File: config.mk
export PLATFORM = sky130hd
export DESIGN_NAME = uart_byte_rx
export DESIGN_NICKNAME = d
export VERILOG_FILES = /design/src/rtl/uart_byte_rx.sv
export SDC_FILE = /design/constraint.sdc
export NUM_CORES = 1
export LEC_CHECK = 0
export ABC_AREA = 0
export CORE_ASPECT_RATIO = 0.6
export CORE_MARGIN = 2
export CORE_UTILIZATION = 55
export CTS_BUF_LIST = sky130_fd_sc_hd__clkbuf_4 sky130_fd_sc_hd__clkbuf_8 sky130_fd_sc_hd__clkbuf_16
export CTS_CLUSTER_DIAMETER = 80
export CTS_CLUSTER_SIZE = 40
export DETAILED_ROUTE_END_ITERATION = 16
export PLACE_DENSITY = 0.78
export REMOVE_ABC_BUFFERS = 1
export SYNTH_ARGS = -nofsm -noshare
export SYNTH_HDL_FRONTEND = slang
export SYNTH_SLANG_ARGS = --single-unit
File: constraint.sdc
create_clock -name clk -period 2.46 [get_ports clk]
set_clock_uncertainty 0.15 [all_clocks]
set_input_delay 0.492 -clock clk [delete_from_list [all_inputs] [get_ports clk]]
set_output_delay 0.492 -clock clk [all_outputs]
set_load 0.05 [all_outputs]
File: src/rtl/uart_byte_rx.sv
// 8N1 UART receiver: synchronises the line, confirms the start bit at mid-bit,
// samples each data bit at bit centre and emits one-cycle byte / framing-error strobes.
module uart_byte_rx #(
  parameter longint CLOCK_FREQ = 50000000,
  parameter longint BAUD_RATE  = 115200
) (
  input  logic       clk,
  input  logic       rst,
  input  logic       start_rx,
  input  logic       uart_rx,
  output logic [7:0] rx_data,
  output logic       rx_valid,
  output logic       frame_err,
  output logic       rx_busy,
  output logic [2:0] dbg_state
);

  localparam int CLKS_PER_BIT = int'(CLOCK_FREQ / BAUD_RATE);
  localparam int CW           = $clog2(CLKS_PER_BIT);

  if (CLKS_PER_BIT < 4) begin : g_bad_baud
    $error("uart_byte_rx: CLOCK_FREQ/BAUD_RATE must be at least 4");
  end

  localparam logic [CW-1:0] HALF_CNT = CW'(CLKS_PER_BIT / 2 - 1);
  localparam logic [CW-1:0] FULL_CNT = CW'(CLKS_PER_BIT - 1);

  typedef enum logic [2:0] {
    IDLE  = 3'd0,
    START = 3'd1,
    DATA  = 3'd2,
    STOP  = 3'd3,
    BRK   = 3'd4
  } state_t;

  state_t        state, state_n;
  logic          rx_meta, rx_s;
  logic [CW-1:0] cnt, cnt_n;
  logic [2:0]    bit_idx, bit_idx_n;
  logic [7:0]    shreg, shreg_n;
  logic [7:0]    rx_data_n;
  logic          rx_valid_n, frame_err_n;

  always_ff @(posedge clk) begin
    if (rst) begin
      rx_meta   <= 1'b1;
      rx_s      <= 1'b1;
      state     <= IDLE;
      cnt       <= '0;
      bit_idx   <= '0;
      shreg     <= '0;
      rx_data   <= '0;
      rx_valid  <= 1'b0;
      frame_err <= 1'b0;
    end else begin
      rx_meta   <= uart_rx;
      rx_s      <= rx_meta;
      state     <= state_n;
      cnt       <= cnt_n;
      bit_idx   <= bit_idx_n;
      shreg     <= shreg_n;
      rx_data   <= rx_data_n;
      rx_valid  <= rx_valid_n;
      frame_err <= frame_err_n;
    end
  end

  // Counter is cleared on every state change; dropping start_rx aborts any frame.
  always_comb begin
    state_n     = state;
    cnt_n       = cnt + CW'(1);
    bit_idx_n   = bit_idx;
    shreg_n     = shreg;
    rx_data_n   = rx_data;
    rx_valid_n  = 1'b0;
    frame_err_n = 1'b0;
    case (state)
      IDLE: begin
        cnt_n     = '0;
        bit_idx_n = '0;
        if (start_rx && !rx_s) state_n = START;
      end
      START: begin
        if (!start_rx) begin
          state_n = IDLE;
          cnt_n   = '0;
        end else if (cnt == HALF_CNT) begin
          cnt_n     = '0;
          bit_idx_n = '0;
          state_n   = rx_s ? IDLE : DATA;
        end
      end
      DATA: begin
        if (!start_rx) begin
          state_n = IDLE;
          cnt_n   = '0;
        end else if (cnt == FULL_CNT) begin
          cnt_n            = '0;
          shreg_n[bit_idx] = rx_s;
          bit_idx_n        = bit_idx + 3'd1;
          if (bit_idx == 3'd7) state_n = STOP;
        end
      end
      STOP: begin
        if (!start_rx) begin
          state_n = IDLE;
          cnt_n   = '0;
        end else if (cnt == FULL_CNT) begin
          cnt_n = '0;
          if (rx_s) begin
            rx_data_n  = shreg;
            rx_valid_n = 1'b1;
            state_n    = IDLE;
          end else begin
            frame_err_n = 1'b1;
            state_n     = BRK;
          end
        end
      end
      BRK: begin
        // A held-low line must not be taken for a new start bit.
        cnt_n = '0;
        if (rx_s) state_n = IDLE;
      end
      default: begin
        state_n = IDLE;
        cnt_n   = '0;
      end
    endcase
  end

  assign rx_busy   = (state != IDLE);
  assign dbg_state = state;

endmodule

==> results.md <==
* Status: finished clean
* Post-Syn Area at 0.001659 sq mm
* CTS Buffer Depth at 2
* Die Wd at about 75 microns
* DRC at 0
* CTS tree: done
* Setup violators final at 0
* Routed wire per std cell at 14.96 microns
* IO Pins at 18
* Die area at 0.003486 sq mm
* Worst path arrival time at roughly 1700 ps
* Rows at 15
* RSZ-0062 raised after global routing: false
* # diodes at 0
* Final wirelength at 3724 microns
* Min Tclk post-route at 2361 ps
* Antenna Nets Post-Route at 0
* Number of hold buffers added after cts at 0
* Startpoint types: flip-flop
* Top FF cell, synth: dfxtp_1
* Leakage at between 0.7 and 0.8 nW
* Die span in y at about 47 microns
* All-Layer GR Usage at 0.2445
* Vias/cell at approximately 5.8
* Synth cell types at 40
* VDD IR max at 0.4094 mV
* Buffers plus inverters on the worst setup path at 1
* Vias in the first global route at roughly 1300
* Cells after synthesis at approximately 180
* Crit Path Max Fanout at 11
* Layout Nets at roughly 220
* DR iter-0 viols at 126
* Post-synth EDFFs at 0
* Post-detail-place hpwl at roughly 2700 microns
* Slew HR at 0.5900
* Yosys Warn Count at 0
* Buffers on Ports at 17
* Global-route wire length before repair at 6072 microns
* Vias at 1442
* #FFs+latches synth at 35
* GR Overflow Total at 0
* Final Max Tran Viols at 0
* Effective utilization at floorplan at 0.5778
* Hold crit path type: flip-flop to flip-flop
* Core Box Area at 0.002872 sq mm
* Synth async-reset ratio at 0
* Layout cells sized above 1 at 0.1014
* Area post-placement at 0.001887 sq mm
* Reg clk slew, reported paths at 70 ps
* Clk sink count at 35
* Pin count of the biggest net entering global routing at 16
* Post-CTS setup buffers at 0
* Fillers at 230
* CTS H-Tree Depth at 2
* Fin crit share at 0.9598
* Area Growth Syn to Fin at 20.81%
* Initial antenna violation count at 0
* Crit path capture type: primary output
* CP delay by family, top: buffers and inverters
* Sequential area share after synthesis at 0.4223
* Drt first pass iters at 4
* CP Cell Sequence: clkdlybuf4s50_1
* Post-route design area at between 0.002 and 0.0025 sq mm
* Critical Path RT at 1820 ps
* Worst Tran Pin Value at a little over 600 ps
* Commonest non-fill, non-tap cell in the layout: dfxtp_1
* Syn Area/Cell at 9.017 sq um
* Skew-Pair Late Insertion Delay at around 300 ps
* Setup tns final at 0 ps
* Commonest non-fill, non-tap cells in the layout: dfxtp_1, nor2_1, clkdlybuf4s50_1, nand4_1
* Post-CTS Resized at 0
* CP max stage cell: clkdlybuf4s50_1
* RD Place Congestion at 0.8231
* Critical path class: flip-flop to primary output
* Pwr Density at about 650 mW/mm^2
* Max Cap Viol at 0
* Final hold violations at 0
* Highest cell delay on the worst timing path at around 880 ps
* Root buffer cell: clkbuf_8
* Highest Clock Rate at about 420 MHz
* CTS Buf Count at 5
==> layout make-up <==
| cell class | count | area (sq um) | area share |
|---|---|---|---|
| repair buffers | 21 | 197.7 | 0.09863 |
| clock inverters | 2 | 35.03 | 0.01748 |
| well taps | 42 | 52.55 | 0.02622 |
| inverters | 11 | 41.29 | 0.02060 |
| flip-flops and latches | 35 | 700.7 | 0.3496 |
| clock buffers | 6 | 82.58 | 0.04120 |
| multi-input cells | 132 | 894.6 | 0.4463 |
==> where the power goes <==
part | switching [mW] | leakage [nW] | internal (mW)
combinational | 0.106 | 0.378 | 0.0606
clock | 0.213 | 0.0612 | 0.328
sequential | 0.0209 | 0.282 | 0.575
total | 0.340 | 0.721 | 0.963
==> metal layers <==
metal	wire [microns]	vias up	track usage
met5	0	-	0
met4	50	0	0.1143
met3	228	4	0.1072
met2	1704	48	0.3649
met1	1740	689	0.3052
li1	-	701	-
==> Yosys cell counts (all sizes together) (3+ instances only) <==
cell type  number  area [sq um]
a21oi          10         50.05
nand4          11         68.82
o311ai          3         26.28
clkbuf          6         22.52
nand2b          4         25.02
nand3           7         35.03
nand2           5         18.77
mux2i          10         100.1
dfxtp          35         700.7
and3            4         25.02
o21ai          11         55.05
inv            10         37.54
ha              5         62.56
xnor2           5         43.79
nor2           28         105.1
==> flip-flops by register name (all words and copies together), names as in the netlist <==
register / cells
frame_err: 1
rx_meta: 1
cnt: 9
dbg_state: 3
bit_idx: 3
rx_s: 1
rx_data: 8
shreg: 8
rx_valid: 1
==> worst paths after layout <==
check / to / startpoint / cells after the start / slack (ps)
worst max-delay path: dbg_state[0] / dbg_state[0]$_SDFFE_PP0P_ / 1 / 100
worst max register to register: dbg_state[0]$_SDFFE_PP0P_ / cnt[0]$_SDFF_PP0_ / 6 / 350
worst min-delay path: rx_s$_SDFF_PP1_ / rx_meta$_SDFF_PP1_ / 1 / 270
worst min register to register: rx_s$_SDFF_PP1_ / rx_meta$_SDFF_PP1_ / 1 / 270
==> cells by family (layout without fill, tap and decap cells) <==
| kind of cell | count (synthesis) | in the layout | share of synthesized area |
|---|---|---|---|
| xor gates and xnor gates | 7 | 7 | 0.03695 |
| buffers and inverters | 17 | 40 | 0.03846 |
| muxes | 11 | 11 | 0.06712 |
| AOI/OAI and AO/OA | 30 | 30 | 0.1048 |
| and+or+nand+nor | 79 | 79 | 0.2926 |
| adders and majority gates | 5 | 5 | 0.03771 |
| DFF | 35 | 35 | 0.4223 |
==> through the flow <==
stage	hold slack (ps)	cells	setup WS, ps	util	total power, mW
floorplan	239.5	178	399.6	-	0.7104
global placement	242.0	241	253.2	0.6571	0.7674
detailed placement	257.2	241	162.9	0.6571	0.7715
CTS	272.8	249	120.2	0.6980	1.310
global route	287.8	249	41.50	0.6980	1.350
finish	271.5	249	98.87	0.6980	1.303
Note: power is estimated with default switching activity, not from simulation.
